===== src/rtl/sprite_mem_pkg.sv =====
// -----------------------------------------------------------------------------
// sprite_mem_pkg
// Shared definitions for the sprite attribute RAM and its port arbiter:
//   - attribute word addresses used by the sprite controllers
//   - animation frame codes stored at SPRITE_FRAME
//   - arbiter FSM state encoding
// No ports (package).
// -----------------------------------------------------------------------------
package sprite_mem_pkg;

  // Attribute word addresses inside the sprite attribute RAM.
  localparam logic [15:0] SPRITE_X     = 16'h1000;
  localparam logic [15:0] SPRITE_Y     = 16'h1001;
  localparam logic [15:0] SPRITE_FRAME = 16'h1002;

  // Animation frame codes held in the SPRITE_FRAME word.
  typedef enum logic [1:0] {
    STANDING   = 2'd0,
    WALK_START = 2'd1,
    WALK_MID   = 2'd2,
    WALK_END   = 2'd3
  } frame_code_t;

  // Arbiter FSM states.
  typedef enum logic [1:0] {
    ARB_IDLE   = 2'd0,
    ARB_GRANT  = 2'd1,
    ARB_LOCKED = 2'd2
  } arb_state_t;

endpackage


===== src/rtl/rr_pick.sv =====
// -----------------------------------------------------------------------------
// rr_pick
// Combinational round-robin winner selection. The search starts at ptr and
// wraps modulo NUM_REQ; the first set request bit wins.
// Ports:
//   req    in  NUM_REQ  candidate request vector
//   ptr    in  IDX_W    index searched first
//   grant  out NUM_REQ  one-hot winner (zero when no request)
//   winner out IDX_W    winner index (zero when no request)
//   found  out 1        at least one request was set
// -----------------------------------------------------------------------------
module rr_pick
  import sprite_mem_pkg::*;
#(
  parameter int NUM_REQ = 4,
  parameter int IDX_W   = $clog2(NUM_REQ)
) (
  input  logic [NUM_REQ-1:0] req,
  input  logic [IDX_W-1:0]   ptr,
  output logic [NUM_REQ-1:0] grant,
  output logic [IDX_W-1:0]   winner,
  output logic               found
);

  logic [IDX_W:0] pos_s;
  logic           hit_s;

  // Scan NUM_REQ positions from ptr with wrap; the first hit freezes the result.
  always_comb begin
    grant  = '0;
    winner = '0;
    found  = 1'b0;
    pos_s  = '0;
    hit_s  = 1'b0;
    for (int k = 0; k < NUM_REQ; k++) begin
      pos_s  = {1'b0, ptr} + (IDX_W + 1)'(k);
      pos_s  = (pos_s >= (IDX_W + 1)'(NUM_REQ)) ? (pos_s - (IDX_W + 1)'(NUM_REQ)) : pos_s;
      hit_s  = !found && req[pos_s[IDX_W-1:0]];
      winner = hit_s ? pos_s[IDX_W-1:0] : winner;
      grant  = hit_s ? (NUM_REQ'(1) << pos_s[IDX_W-1:0]) : grant;
      found  = found | hit_s;
    end
  end

endmodule


===== src/rtl/sprite_mem_arbiter.sv =====
// -----------------------------------------------------------------------------
// sprite_mem_arbiter
// Arbitrates the single port of the sprite attribute RAM among NUM_REQ sprite
// controllers. Grants are registered and round-robin; a requester may hold the
// port with req_lock for up to LOCK_MAX consecutive cycles, after which the
// lock is force-released and lock_timeout pulses. Reads return one cycle after
// the access, straight from the synchronous RAM.
// Ports:
//   clk, reset     clock; synchronous active-high reset
//   req            per-requester request, held until granted
//   req_lock       keep the grant after the current cycle
//   req_we         1 = write, 0 = read
//   req_addr       flattened addresses, requester i at [i*ADDR_WIDTH +: ADDR_WIDTH]
//   req_wdata      flattened write data, same packing
//   gnt            registered one-hot grant (or zero)
//   rdata          read data, valid while any rvalid bit is set
//   rvalid         one-hot read-return strobe
//   lock_timeout   one-cycle pulse after a forced lock release
//   mem_addr/mem_wdata/mem_we  RAM port
//   mem_rdata      RAM read data, valid one cycle after the address
// -----------------------------------------------------------------------------
module sprite_mem_arbiter
  import sprite_mem_pkg::*;
#(
  parameter int DATA_WIDTH = 16,
  parameter int ADDR_WIDTH = 16,
  parameter int NUM_REQ    = 4,
  parameter int LOCK_MAX   = 8
) (
  input  logic                         clk,
  input  logic                         reset,
  input  logic [NUM_REQ-1:0]           req,
  input  logic [NUM_REQ-1:0]           req_lock,
  input  logic [NUM_REQ-1:0]           req_we,
  input  logic [NUM_REQ*ADDR_WIDTH-1:0] req_addr,
  input  logic [NUM_REQ*DATA_WIDTH-1:0] req_wdata,
  output logic [NUM_REQ-1:0]           gnt,
  output logic [DATA_WIDTH-1:0]        rdata,
  output logic [NUM_REQ-1:0]           rvalid,
  output logic                         lock_timeout,
  output logic [ADDR_WIDTH-1:0]        mem_addr,
  output logic [DATA_WIDTH-1:0]        mem_wdata,
  output logic                         mem_we,
  input  logic [DATA_WIDTH-1:0]        mem_rdata
);

  localparam int IDX_W  = $clog2(NUM_REQ);
  localparam int HOLD_W = $clog2(LOCK_MAX) + 1;

  // Saturating increment so the hold counter can never wrap back to zero.
  function automatic logic [HOLD_W-1:0] sat_inc(input logic [HOLD_W-1:0] v);
    return (v == {HOLD_W{1'b1}}) ? v : (v + HOLD_W'(1));
  endfunction

  arb_state_t          state_r, state_s;
  logic [NUM_REQ-1:0]  gnt_r, gnt_s;
  logic [IDX_W-1:0]    idx_r, idx_s;
  logic [IDX_W-1:0]    ptr_r, ptr_s;
  logic [HOLD_W-1:0]   hold_cnt_r, hold_s;
  logic                lock_timeout_r, timeout_s;
  logic [NUM_REQ-1:0]  rvalid_r;

  logic [IDX_W-1:0]    idx_inc_s;
  logic [NUM_REQ-1:0]  pick_req_s;
  logic [IDX_W-1:0]    pick_ptr_s;
  logic [NUM_REQ-1:0]  pick_gnt_s;
  logic [IDX_W-1:0]    pick_idx_s;
  logic                pick_found_s;
  logic                lock_ok_s;
  logic                rd_access_s;

  assign idx_inc_s = (idx_r == IDX_W'(NUM_REQ - 1)) ? '0 : (idx_r + IDX_W'(1));

  // While a grant is live the current owner is masked out and the search
  // starts just after it, so a release hands over without an idle bubble.
  assign pick_req_s = (state_r == ARB_IDLE) ? req : (req & ~gnt_r);
  assign pick_ptr_s = (state_r == ARB_IDLE) ? ptr_r : idx_inc_s;

  assign lock_ok_s = req_lock[idx_r] & req[idx_r] & (hold_cnt_r < HOLD_W'(LOCK_MAX - 1));

  rr_pick #(
    .NUM_REQ (NUM_REQ),
    .IDX_W   (IDX_W)
  ) u_rr_pick (
    .req    (pick_req_s),
    .ptr    (pick_ptr_s),
    .grant  (pick_gnt_s),
    .winner (pick_idx_s),
    .found  (pick_found_s)
  );

  // Next-state logic: grant issue, lock extension, release and hand-over.
  always_comb begin
    state_s   = state_r;
    gnt_s     = gnt_r;
    idx_s     = idx_r;
    ptr_s     = ptr_r;
    hold_s    = hold_cnt_r;
    timeout_s = 1'b0;
    case (state_r)
      ARB_IDLE: begin
        if (pick_found_s) begin
          state_s = ARB_GRANT;
          gnt_s   = pick_gnt_s;
          idx_s   = pick_idx_s;
        end else begin
          state_s = ARB_IDLE;
          gnt_s   = '0;
        end
      end
      ARB_GRANT, ARB_LOCKED: begin
        if (lock_ok_s) begin
          state_s = ARB_LOCKED;
          hold_s  = sat_inc(hold_cnt_r);
        end else begin
          // A lock still asked for here can only mean the hold limit was hit.
          timeout_s = req_lock[idx_r] & req[idx_r];
          ptr_s     = idx_inc_s;
          hold_s    = '0;
          if (pick_found_s) begin
            state_s = ARB_GRANT;
            gnt_s   = pick_gnt_s;
            idx_s   = pick_idx_s;
          end else begin
            state_s = ARB_IDLE;
            gnt_s   = '0;
          end
        end
      end
      default: begin
        state_s = ARB_IDLE;
        gnt_s   = '0;
        hold_s  = '0;
      end
    endcase
  end

  // RAM port mux: the owner drives the port, an access needs req still high.
  always_comb begin
    if (|gnt_r) begin
      mem_addr    = req_addr[idx_r*ADDR_WIDTH +: ADDR_WIDTH];
      mem_wdata   = req_wdata[idx_r*DATA_WIDTH +: DATA_WIDTH];
      mem_we      = req_we[idx_r] & req[idx_r];
      rd_access_s = ~req_we[idx_r] & req[idx_r];
    end else begin
      mem_addr    = '0;
      mem_wdata   = '0;
      mem_we      = 1'b0;
      rd_access_s = 1'b0;
    end
  end

  // State, grant, bookkeeping and read-return registers.
  always_ff @(posedge clk) begin
    if (reset) begin
      state_r        <= ARB_IDLE;
      gnt_r          <= '0;
      idx_r          <= '0;
      ptr_r          <= '0;
      hold_cnt_r     <= '0;
      lock_timeout_r <= 1'b0;
      rvalid_r       <= '0;
    end else begin
      state_r        <= state_s;
      gnt_r          <= gnt_s;
      idx_r          <= idx_s;
      ptr_r          <= ptr_s;
      hold_cnt_r     <= hold_s;
      lock_timeout_r <= timeout_s;
      rvalid_r       <= rd_access_s ? gnt_r : '0;
    end
  end

  assign gnt          = gnt_r;
  assign rvalid       = rvalid_r;
  assign lock_timeout = lock_timeout_r;
  // The synchronous RAM already delivers the word in the strobe cycle.
  assign rdata        = (|rvalid_r) ? mem_rdata : '0;

endmodule


===== config.mk =====
export PLATFORM = sky130hd
export DESIGN_NAME = sprite_mem_arbiter
export DESIGN_NICKNAME = d
export VERILOG_FILES = /design/src/rtl/sprite_mem_pkg.sv /design/src/rtl/rr_pick.sv /design/src/rtl/sprite_mem_arbiter.sv
export SDC_FILE = /design/constraint.sdc
export NUM_CORES = 1
export LEC_CHECK = 0
export ABC_AREA = 0
export CORE_ASPECT_RATIO = 1.2
export CORE_UTILIZATION = 35
export CTS_CLUSTER_DIAMETER = 120
export DETAILED_ROUTE_END_ITERATION = 12
export PLACE_DENSITY = 0.91
export SYNTH_ARGS = -nofsm -noshare
export SYNTH_HDL_FRONTEND = slang
export SYNTH_SLANG_ARGS = --single-unit

===== constraint.sdc =====
create_clock -name clk -period 7.74 [get_ports clk]
set_input_delay 1.161 -clock clk [delete_from_list [all_inputs] [get_ports clk]]
set_output_delay 1.161 -clock clk [all_outputs]
set_load 0.01 [all_outputs]

==> impl_results.md <==
* Setup crit end kind: output port
* Clk Tree Root Cell: clkbuf_8
* Filler Cell Count at 523
* Core area at roughly 6900 um^2
* Cell area power density at between 200 and 300 nW/um^2
* Clk sinks at 19
* Crit path launch: req[0]
* Worst hold slack at approximately 500 ps
* Post-synthesis sequential area ratio at roughly 15%
* Global-route wire length before repair at about 16000 um
* Synthesized area at 2530 um^2
* Synth area leaders: mux4_2, dfxtp_1, nor2b_1
* Crit Path Max Fanout at 5
* Fraction of registers with async set/reset at 0%
* Setup Fix Bufs, Post-CTS at 0
* Syn Nets at between 400 and 500
* Post-synthesis cell count at approximately 260
* RSZ-0062 raised after global routing: false
* Layout cells sized above 1 at approximately an eighth
* Max-cap violations at 0
* Area Growth Syn to Fin at 89.4%
* Gr ovfl total at 0
* Final TNS setup at 0 ps
* Status: complete, no violations
* Detailed Place HPWL at between 9000 and 10000 um
* Gates resized, CTS repair at 0
* CTS clk-pin slew, worst paths at around 70 ps
* FF-to-FF path depth at 9
* CTS tree: done
* Worst setup SP type: input pin
* Critical Path RT at 6580 ps
* Clock Path Buffers at 2
* R2R setup slack at between 3000 and 4000 ps
* Final wirelength at 11300 um
* WL/cell at 20.6 um
* Cell variety after synth at 46
* Slew @ Worst Pin at 1180 ps
* Hold Crit Start: ptr_r[0]$_SDFFE_PP0P_
* Synth top area share at roughly a third
* Hold buffer count at cts at 0
* Fin. Hold Viols at 0
* Slew HR at a little over a fifth
* Drt drc at 0
* Util after Layout at 69.2%
* Drt pass-1 iters at 4
* Fin crit period at just under 4000 ps
* DRT iter0 DRCs at about 190
* Crit path DAT at ~2800 ps
* # IOs at roughly 220
* Most frequent cell after synthesis: nor2b_1
* Num rows at 33
* H-Tree Depth at 1
* Port-buffer cells at 215
* VDD IR max at between 0.15 and 0.2 mV
* Die height at ~95 um
* WS Path Type: input pin to output port
* Antenna viol nets, final at 0
* Post-synth top cells: nor2b_1, mux4_2, dfxtp_1
* Top_reg_cell synth: dfxtp_1
* Slew Limit Fails at 0
* Vias in the first global route at about 3200
* Clock skew at 4.93 ps
* Die area at between 7000 and 8000 um^2
* Clock Latency Late Sink at roughly 250 ps
* Reg2reg end: gnt[1]$_SDFFE_PP0N_
* Nets at roughly 630
* Hold Path Stages at 2
* #FFs+latches synth at 19
* Via density at around 5.6
* DIE WIDTH at about 80 um
* Number of CTS-inserted buffers at 3
* Post-Place Cells at between 500 and 600
* Total Routing Usage GR at 29.3%
* Gpl congestion at around 0.93
* Layout Cells excl Fill at roughly 550
* Min-delay worst type: flip-flop to flip-flop
* Synth Warn # at 0
* Hold endpoint: ptr_r[0]$_SDFFE_PP0P_
* Largest net degree at the start of global routing at 38
* Final worst-path cycle share at between 50% and 60%
* Antenna violations before repair at 3
* Upper clock frequency limit at 252 MHz
* Leakage at 0.00171 uW
* Vias at between 3000 and 4000
* Number of synthesized flops with an enable pin at 0
* Initial Util at 36.5%
* Setup violations, final at 0
* Yosys top cell by area: mux4_2
* FF-to-FF Start: state_r[0]$_SDFF_PP0_
* Syn Area/Cell at approximately 9.9 um^2
final cells by class:
class,count,area (um^2),area share [%]
Antenna cell,2,5.00,0.104
Tap cell,87,109,2.27
Clock buffer,4,45.0,0.939
Timing Repair Buffer,218,2170,45.3
Inverter,6,27.5,0.574
Sequential cell,19,382,7.95
Multi-Input combinational cell,213,2060,42.8
where the power goes:
group	internal, uW	total, uW	switching (uW)
combinational	534	1000	469
clock	36.5	67.2	30.6
sequential	117	136	19.1
per-layer routing:
layer  GRT usage, %  vias to the layer above  share of wire (%)  routed length, um
met5              0                        -              0.071                  8
met3           9.00                       29                 12               1330
li1               -                     1387                  -                  -
met1           32.1                     1441                 34               3850
met2           52.1                      213                 50               5690
met4           12.0                        2                3.8                424
through the flow:
| stage | setup slack [ps] | instance area [um^2] | power (uW) |
|---|---|---|---|
| after floorplan | 4740 | 2530 | 728 |
| after global placement | 3790 | 4750 | 1120 |
| after detailed placement | 3780 | 4750 | 1130 |
| after CTS | 3770 | 4790 | 1210 |
| after global routing | 3690 | 4790 | 1290 |
| final | 3770 | 4800 | 1210 |
cells by family (layout without fill, tap and decap cells):
| logic type | after synthesis | after routing | share of synthesized area (%) |
|---|---|---|---|
| flops | 19 | 19 | 15.0 |
| other cells | 0 | 2 | 0 |
| compound gates | 44 | 44 | 12.3 |
| mux | 45 | 45 | 36.6 |
| buf+inv | 23 | 228 | 4.35 |
| simple gates | 112 | 112 | 25.7 |
| fa+ha+maj | 12 | 12 | 5.93 |
critical path: stages:
cell	delay (ps)
clkdlybuf4s50_1	480
mux4_2	500
and3b_1	200
clkdlybuf4s50_1	470
state kept, by name (all words and copies together), names as in the netlist:
register,cells
ptr_r,2
gnt,4
state_r,2
lock_timeout,1
hold_cnt_r,4
rvalid,4
idx_r,2
how the worst max path moves through the flow:
stage,to,slack (ps)
after floorplan,mem_we,4740
after global placement,mem_wdata[5],3790
after detailed placement,mem_we,3780
after CTS,mem_we,3770
after global routing,gnt[3]$_SDFFE_PP0N_,3690
final,mem_we,3770
layout by cell type, fill, tap and decap left out, types with 2 or more instances in the layout:
cell             netlist  layout
clkdlybuf4s50_1        0     215
nor2b_1               48      48
mux4_2                37      37
dfxtp_1               19      18
nor2_1                14      14
ha_1                  12      12
a21oi_1               11      11
nand2_1               10      10
nor3_1                10      10
o21ai_0                8       8
and2_1                 7       7
inv_1                  5       5
mux2i_1                5       5
nand3_1                4       4
a221oi_1               4       4
nor3b_1                3       3
o2111ai_1              3       3
clkbuf_8               0       3
buf_4                  1       3
diode_2                0       2
nor4_2                 0       2
and3b_1                2       2
nand2b_1               2       2
mux2_2                 2       2
a21boi_0               2       2
nor4_1                 4       2
and3_1                 2       2
o31ai_1                2       2
a211oi_1               2       2
a22oi_1                2       2
o32ai_1                2       2
Note: power is estimated with default switching activity, not from simulation.
